## src/rtl/shift_pkg.sv

```systemverilog
// shift_pkg: op encodings, FSM states and default sizes for seq_shifter.
package shift_pkg;
  localparam int DEF_WIDTH = 32;
  localparam int DEF_STEP = 4;
  localparam logic [1:0] OP_SLL = 2'b00;
  localparam logic [1:0] OP_SRL = 2'b01;
  localparam logic [1:0] OP_SRA = 2'b10;
  localparam logic [1:0] OP_ROTL = 2'b11;
  typedef enum logic [1:0] {IDLE, SHIFT, DONE} state_t;
endpackage

```

## src/rtl/shift_step.sv

```systemverilog
// shift_step: one combinational shift of amt bits for the selected op.
module shift_step import shift_pkg::*; #(
  parameter int WIDTH = DEF_WIDTH,
  localparam int SHW = $clog2(WIDTH)
) (
  input  logic [1:0]       op,
  input  logic [WIDTH-1:0] d,
  input  logic [SHW-1:0]   amt,
  output logic [WIDTH-1:0] q
);
  logic [WIDTH-1:0] ar;
  always_comb begin
    ar = $signed(d) >>> amt;
    q = op == OP_SLL ? d << amt :
        op == OP_SRL ? d >> amt :
        op == OP_SRA ? ar :
        (d << amt) | (d >> (WIDTH - int'(amt)));
  end
endmodule

```

## src/rtl/seq_shifter.sv

```systemverilog
// seq_shifter: multi-cycle shifter moving at most STEP bits per clock.
module seq_shifter import shift_pkg::*; #(
  parameter int WIDTH = DEF_WIDTH,
  parameter int STEP = DEF_STEP,
  localparam int SHW = $clog2(WIDTH)
) (
  input  logic             clk,
  input  logic             rst_n,
  input  logic             start,
  input  logic [1:0]       op,
  input  logic [WIDTH-1:0] din,
  input  logic [SHW-1:0]   shamt,
  output logic             busy,
  output logic             done,
  output logic [WIDTH-1:0] dout
);
  localparam logic [SHW:0] STEP_W = STEP[SHW:0];
  state_t st, nxt;
  logic [1:0] op_r;
  logic [SHW-1:0] rem, amt;
  logic [WIDTH-1:0] stepped;
  logic accept;
  always_comb begin
    accept = start && st != SHIFT;
    amt = ({1'b0, rem} < STEP_W) ? rem : STEP_W[SHW-1:0];
  end
  shift_step #(.WIDTH(WIDTH)) u_step (.op(op_r), .d(dout), .amt(amt), .q(stepped));
  always_ff @(posedge clk or negedge rst_n)
    if (!rst_n) st <= IDLE;
    else st <= nxt;
  always_comb begin
    nxt = IDLE;
    if (accept) nxt = shamt == '0 ? DONE : SHIFT;
    else if (st == SHIFT) nxt = rem == amt ? DONE : SHIFT;
  end
  always_comb begin
    busy = st == SHIFT;
    done = st == DONE;
  end
  // dout doubles as the working register; it only settles once DONE is reached
  always_ff @(posedge clk or negedge rst_n)
    if (!rst_n) begin
      op_r <= OP_SLL;
      dout <= '0;
      rem <= '0;
    end else if (accept) begin
      op_r <= op;
      dout <= din;
      rem <= shamt;
    end else if (st == SHIFT) begin
      dout <= stepped;
      rem <= rem - amt;
    end
endmodule

```

## config.mk

```make
export PLATFORM = sky130hd
export DESIGN_NAME = seq_shifter
export DESIGN_NICKNAME = d
export VERILOG_FILES = /design/src/rtl/shift_pkg.sv /design/src/rtl/shift_step.sv /design/src/rtl/seq_shifter.sv
export SDC_FILE = /design/constraint.sdc
export NUM_CORES = 1
export LEC_CHECK = 0
export BUFFER_PORTS_ARGS = -buffer_cell sky130_fd_sc_hd__buf_2
export CAP_MARGIN = 20
export CORE_ASPECT_RATIO = 0.8
export CORE_MARGIN = 4
export CORE_UTILIZATION = 40
export CTS_CLUSTER_DIAMETER = 150
export DETAILED_ROUTE_END_ITERATION = 7
export SLEW_MARGIN = 20
export SYNTH_ARGS = -nofsm -noshare
export SYNTH_HDL_FRONTEND = slang
export SYNTH_SLANG_ARGS = --single-unit
```

## constraint.sdc

```tcl
create_clock -name clk -period 2.15 [get_ports clk]
set_clock_uncertainty 0.15 [all_clocks]
set_input_delay 0.3225 -clock clk [delete_from_list [all_inputs] [get_ports clk]]
set_output_delay 0.3225 -clock clk [all_outputs]
set_load 0.05 [all_outputs]
```

Word-level counts from Yosys, hierarchy flattened
Cells that the tools add are included.
{"block": "word_totals", "register_bits": 41, "elab_cells": 34, "out_inout_bits": 34}
{"block": "classes", "reduce_logical": 4, "eq_ne": 6, "n_mux": 12, "addsub": 2, "n_lt_le_gt_ge": 1, "bitwise_logic": 1, "shifts": 4}
{"cell": "$mux 32", "count": 5}
{"cell": "$or 32x32->32", "count": 1}
{"cell": "$shl 32x5->32", "count": 1}
{"cell": "$shr 32x32->32", "count": 1}
{"cell": "$shr 32x5->32", "count": 1}
{"cell": "$sshr 32x5->32", "count": 1}
{"cell": "$mux 5", "count": 3}
{"cell": "$mux 2", "count": 4}
{"cell": "$sub 6x5->7 const A", "count": 1}
{"cell": "$eq 5x5->1", "count": 1}
{"cell": "$logic_not 5->1", "count": 1}
{"cell": "$lt 5x3->1 const B", "count": 1}
{"cell": "$sub 5x5->5", "count": 1}
{"cell": "$eq 2x1->1 const B", "count": 2}
{"cell": "$eq 2x2->1 const B", "count": 2}
{"cell": "$logic_not 2->1", "count": 1}
{"cell": "$ne 2x1->1 const B", "count": 1}
{"cell": "$reduce_bool 2->1", "count": 1}
{"cell": "$logic_and 1x1->1", "count": 1}

Depth between registers and ports, before layout
{"block": "depth", "depth_word": 10, "depth_mapped": 11}

Modules after synthesis
From an unflattened synthesis, not the netlist that was laid out.
{"block": "unflattened", "cells_unflattened": 1038, "area_unflattened_um2": 9100.0}
{"mod": "shift_step", "cells_each": 847, "seq_area_each_um2": 0.0, "instances": 1, "area_per_inst_um2": 7100.6}
{"mod": "seq_shifter", "cells_each": 191, "seq_area_each_um2": 1026.0, "instances": 1, "area_per_inst_um2": 1999.4}

Least setup slack after synthesis
Ideal clock, no wire load.
{"block": "synth_path", "path_kind": "flip-flop to flip-flop", "startpoint": "register rem[4]", "endpoint": "register dout[5]", "setup_ns": 0.128, "arrival_time_ns": 2.004, "path_stages_with_launch": 8, "required_time_ns": 1.872, "path_buffers": 2, "setup_slack_ns": -0.131, "path_cell_list": "dfrtp_1 buf_2 nor4b_1 buf_2 mux2_2 or2_2 a311oi_1 o21ai_0"}
{"block": "synth_via", "elab_chain_len": 10, "elab_cells_between_ends": 13, "classes_between": "add/sub (1); order compare (1); shift (4); mux (6); bitwise (1)"}
{"element": "start: declaration", "line_no": "seq_shifter.sv:20", "source": "logic [SHW-1:0] rem, amt;"}
{"element": "start signal: assignment", "line_no": "seq_shifter.sv:49", "source": "rem <= shamt;"}
{"element": "start signal: assignment", "line_no": "seq_shifter.sv:52", "source": "rem <= rem - amt;"}
{"element": "$lt 5x3->1", "line_no": "seq_shifter.sv:25", "source": "amt = ({1'b0, rem} < STEP_W) ? rem : STEP_W[SHW-1:0];"}
{"element": "$mux 5 (*)", "line_no": "seq_shifter.sv:25"}
{"element": "$sub 6x5->7", "line_no": "shift_step.sv:17", "source": "(d << amt) | (d >> (WIDTH - int'(amt)));"}
{"element": "$shr 32x32->32", "line_no": "shift_step.sv:17"}
{"element": "$or 32x32->32", "line_no": "shift_step.sv:17"}
{"element": "$mux 32", "line_no": "shift_step.sv:16", "source": "op == OP_SRA ? ar :"}
{"element": "$mux 32", "line_no": "shift_step.sv:15", "source": "op == OP_SRL ? d >> amt :"}
{"element": "$mux 32 (*)", "line_no": "shift_step.sv:14", "source": "q = op == OP_SLL ? d << amt :"}
{"element": "$mux 32 (*)", "line_no": "seq_shifter.sv:50", "source": "end else if (st == SHIFT) begin"}
{"element": "$mux 32 (*)", "line_no": "seq_shifter.sv:46", "source": "end else if (accept) begin"}
{"element": "end signal: assignment", "line_no": "seq_shifter.sv:48", "source": "dout <= din;"}
{"element": "end signal: assignment", "line_no": "seq_shifter.sv:51", "source": "dout <= stepped;"}
{"element": "end: declaration", "line_no": "seq_shifter.sv:15", "source": "output logic [WIDTH-1:0] dout"}
Every way passes the cells marked *; elsewhere a longest branch is shown, timed or not. The select of a mux whose other input is x is not followed.
A chain may end at the register's enable or synchronous reset.

Worst setup path after layout
{"block": "layout_path", "startpoint": "register rem[4]", "endpoint": "register dout[9]"}
Same word-level chain as after synthesis.

==> impl_results.md <==
* Hold crit path type: in -> reg
* Routed wire per std cell at 21.6 um
* Clock Sinks at 41
* Post-Syn Area at 4400 um2
* Buffers on Ports at 75
* RePlAce Congestion at 0.954
* CP Class: reg -> reg
* DIE AREA at 12800 um2
* CTS Buf Count at 5
* Worst path cell trace: or4b_4, buf_6, mux4_2, nor2_2, o22ai_1, o2bb2ai_1
* Die width at 125 um
* Setup_tns at -0.602 ns
* Capturing point of the worst reg2reg path: dout[9]$_DFFE_PN0P_
* Number of max-cap violations at 0
* Initial antenna violation count at 0
* Multi-input gate area at 3270 um2
* Post-Synthesis Cells at 593
* Tmin final at 2.23 ns
* CP arrival at 2.26 ns
* Residual DRC count at 0
* Worst-path clk slew at 0.06 ns
* P&R area growth vs syn at 34.5%
* Final core utilization at 56.5%
* DRT Wirelength at 18200 um
* Hold Crit Start: op[1]
* Worst Tran Pin Value at 0.575 ns
* Commonest non-fill, non-tap cell in the layout: nand2_1
* Vias in the first global route at 5132
* Worst Slack Setup Final at -0.0838 ns
* Gr usage total at 27.2%
* Warnings, synthesis at 0
* FF+latch area at 1030 um2
* Reg-to-reg setup timing slack at -0.08 ns
* Detailed Route Iter0 Violations at 681
* Leading cell types in the layout, fill and taps excluded: 125 x nand2_1, 76 x buf_4, 75 x buf_2
* Hold Path Cell Cnt at 3
* R2R depth at 6
* TritonCTS clock tree: done
* Fin nets at 745
* Worst reg2reg startpoint: rem[4]$_DFFE_PN0P_
* CP endpoint kind: flip-flop
* DR vias at 5484
* Fin crit share at 104%
* Antenna Violating Nets Remaining at 0
* Final setup vio count at 13
* Crit start category: flip-flop
* Mapped Nets at 636
* Sequential area share after synthesis at 23.3%
* CP peak stage delay at 0.64 ns
* Dpl hpwl at 12600 um
* RSZ-0062 raised after global routing: true
* Starting Density at 42.0%
* IO Pins at 76
* Rows at 33
* Clock buffer depth at 2
* Syn_area_per_cell at 7.43 um2
* Root Driver: clkbuf_16
* Die Span Y at 102 um
* Slew headroom at 61.7%
* Slowest CP cell: or4b_4
* # diodes at 0
* Largest net degree at the start of global routing at 32
* Final Hold Vio Count at 0
* H-tree depth at 2
* Post-synth EDFFs at 0
* Worst Path Required at 2.18 ns
* Highest Clock Rate at 448 MHz
* Fraction of layout cells with a size suffix above 1 at 33.3%
* First-pass GRT wire length at 28000 um
* Async S/R FF share, synth at 100%
* Crit path max fanout at 7
* Flops & latches, synth at 41
* Vias/cell at 6.51
* Failing checks: negative setup slack
* Core area at 10500 um2
* Status: finished, violations left
* WHS Endpoint: op_r[1]$_DFFE_PN0P_
* Max Slew Vio Count at 0
* Worst-Skew Late Latency at 0.29 ns
* Fill cell count at 959
* Pre-antenna DRT Iters at 5
* Unique masters post-synth at 60
* Synth Flop Type: dfrtp_1
* Grt ovf at 0
worst max-delay path by stage:
stage          slack (ns)                from                    to  depth (start not counted)
2_1_floorplan       0.003  rem[2]$_DFFE_PN0P_   dout[9]$_DFFE_PN0P_                          7
3_3_place_gp        -0.07  rem[4]$_DFFE_PN0P_  dout[21]$_DFFE_PN0P_                          7
3_5_place_dp        -0.08  rem[4]$_DFFE_PN0P_   dout[9]$_DFFE_PN0P_                          6
4_1_cts             -0.06  rem[3]$_DFFE_PN0P_   dout[9]$_DFFE_PN0P_                          6
5_1_grt             -0.14  rem[4]$_DFFE_PN0P_   dout[9]$_DFFE_PN0P_                          6
6_report            -0.08  rem[4]$_DFFE_PN0P_   dout[9]$_DFFE_PN0P_                          6
state kept, by name, indices dropped and copies added (netlist names):
| name | count |
|---|---|
| dout | 32 |
| op_r | 2 |
| st | 2 |
| rem | 5 |
metrics by stage:
stage,cell area [um2],worst slack (ns),std cells,hold slack (ns)
finish,5930,-0.0838,842,0.0687
floorplan,4440,0.00250,593,-0.123
global route,5930,-0.141,842,0.0743
CTS,5600,-0.0641,827,0.0669
global placement,5370,-0.0668,817,0.187
detailed placement,5370,-0.0755,817,0.193
cells in the mapped netlist, drive strengths merged (3+ instances only):
library cell	n	area, um2
nand2	125	469
mux2i	56	561
clkbuf	41	155
dfrtp	41	1030
nand3	39	195
a21oi	38	190
nor2	32	120
buf	30	164
o21ai	30	150
o22ai	16	100
a211oi	13	97.6
nor3	13	65.1
a32oi	12	105
a31oi	10	62.6
mux4	10	229
nand4	7	43.8
nor4	7	50.1
mux2	6	67.6
a221oi	5	43.8
a2111oi	4	36.3
nor2b	4	25.0
o211ai	4	30.0
o31ai	4	30.0
a311oi	3	26.3
inv	3	11.3
o2bb2ai	3	26.3
or4	3	22.5
final cells by class:
class | count | area share [%]
Clock buffer | 7 | 2.41
Inverter | 5 | 0.380
Multi-Input combinational cell | 476 | 55.2
Sequential cell | 41 | 17.3
Tap cell | 140 | 2.96
Timing Repair Buffer | 173 | 21.7
metal layers:
metal | track usage [%] | up-vias | share of wire [%]
met5 | 0 | - | 0
met4 | 7.83 | 0 | 2.0
met3 | 6.32 | 49 | 12
met2 | 40.2 | 409 | 43
met1 | 39.7 | 2602 | 43
li1 | - | 2424 | -
critical path, delay by kind of cell, from the launching register on:
family,cells,cell delay (ns)
AO/OA/AOI/OAI,2,0.22
flip-flops,1,0.43
buffers and inverters,1,0.16
AND/OR/NAND/NOR,2,0.74
multiplexers,1,0.42
kinds of logic (layout without fill, tap and decap cells):
logic type / Yosys count / count (layout) / share of synthesized area, %
other: 1 / 1 / 0.0851
multiplexers: 72 / 72 / 19.5
XOR/XNOR: 2 / 2 / 0.568
flip-flops: 41 / 41 / 23.3
buffers and inverters: 76 / 185 / 7.67
adder cells (fa/ha/maj): 1 / 1 / 0.284
AND/OR/NAND/NOR: 241 / 241 / 24.9
AO/OA/AOI/OAI: 159 / 159 / 23.7
repair_timing:
item	in CTS	in global routing
setup buffers	2	13
gates cloned	0	2
endpoints found under the setup margin	19	30
hold buffers	1	0
pin swaps	8	13
gates resized for setup	15	39
endpoints found under the hold margin	20	0
Power is left out: the tool's default activity adds up to more than one toggle a clock period on the data nets, which glitch-free logic cannot reach.
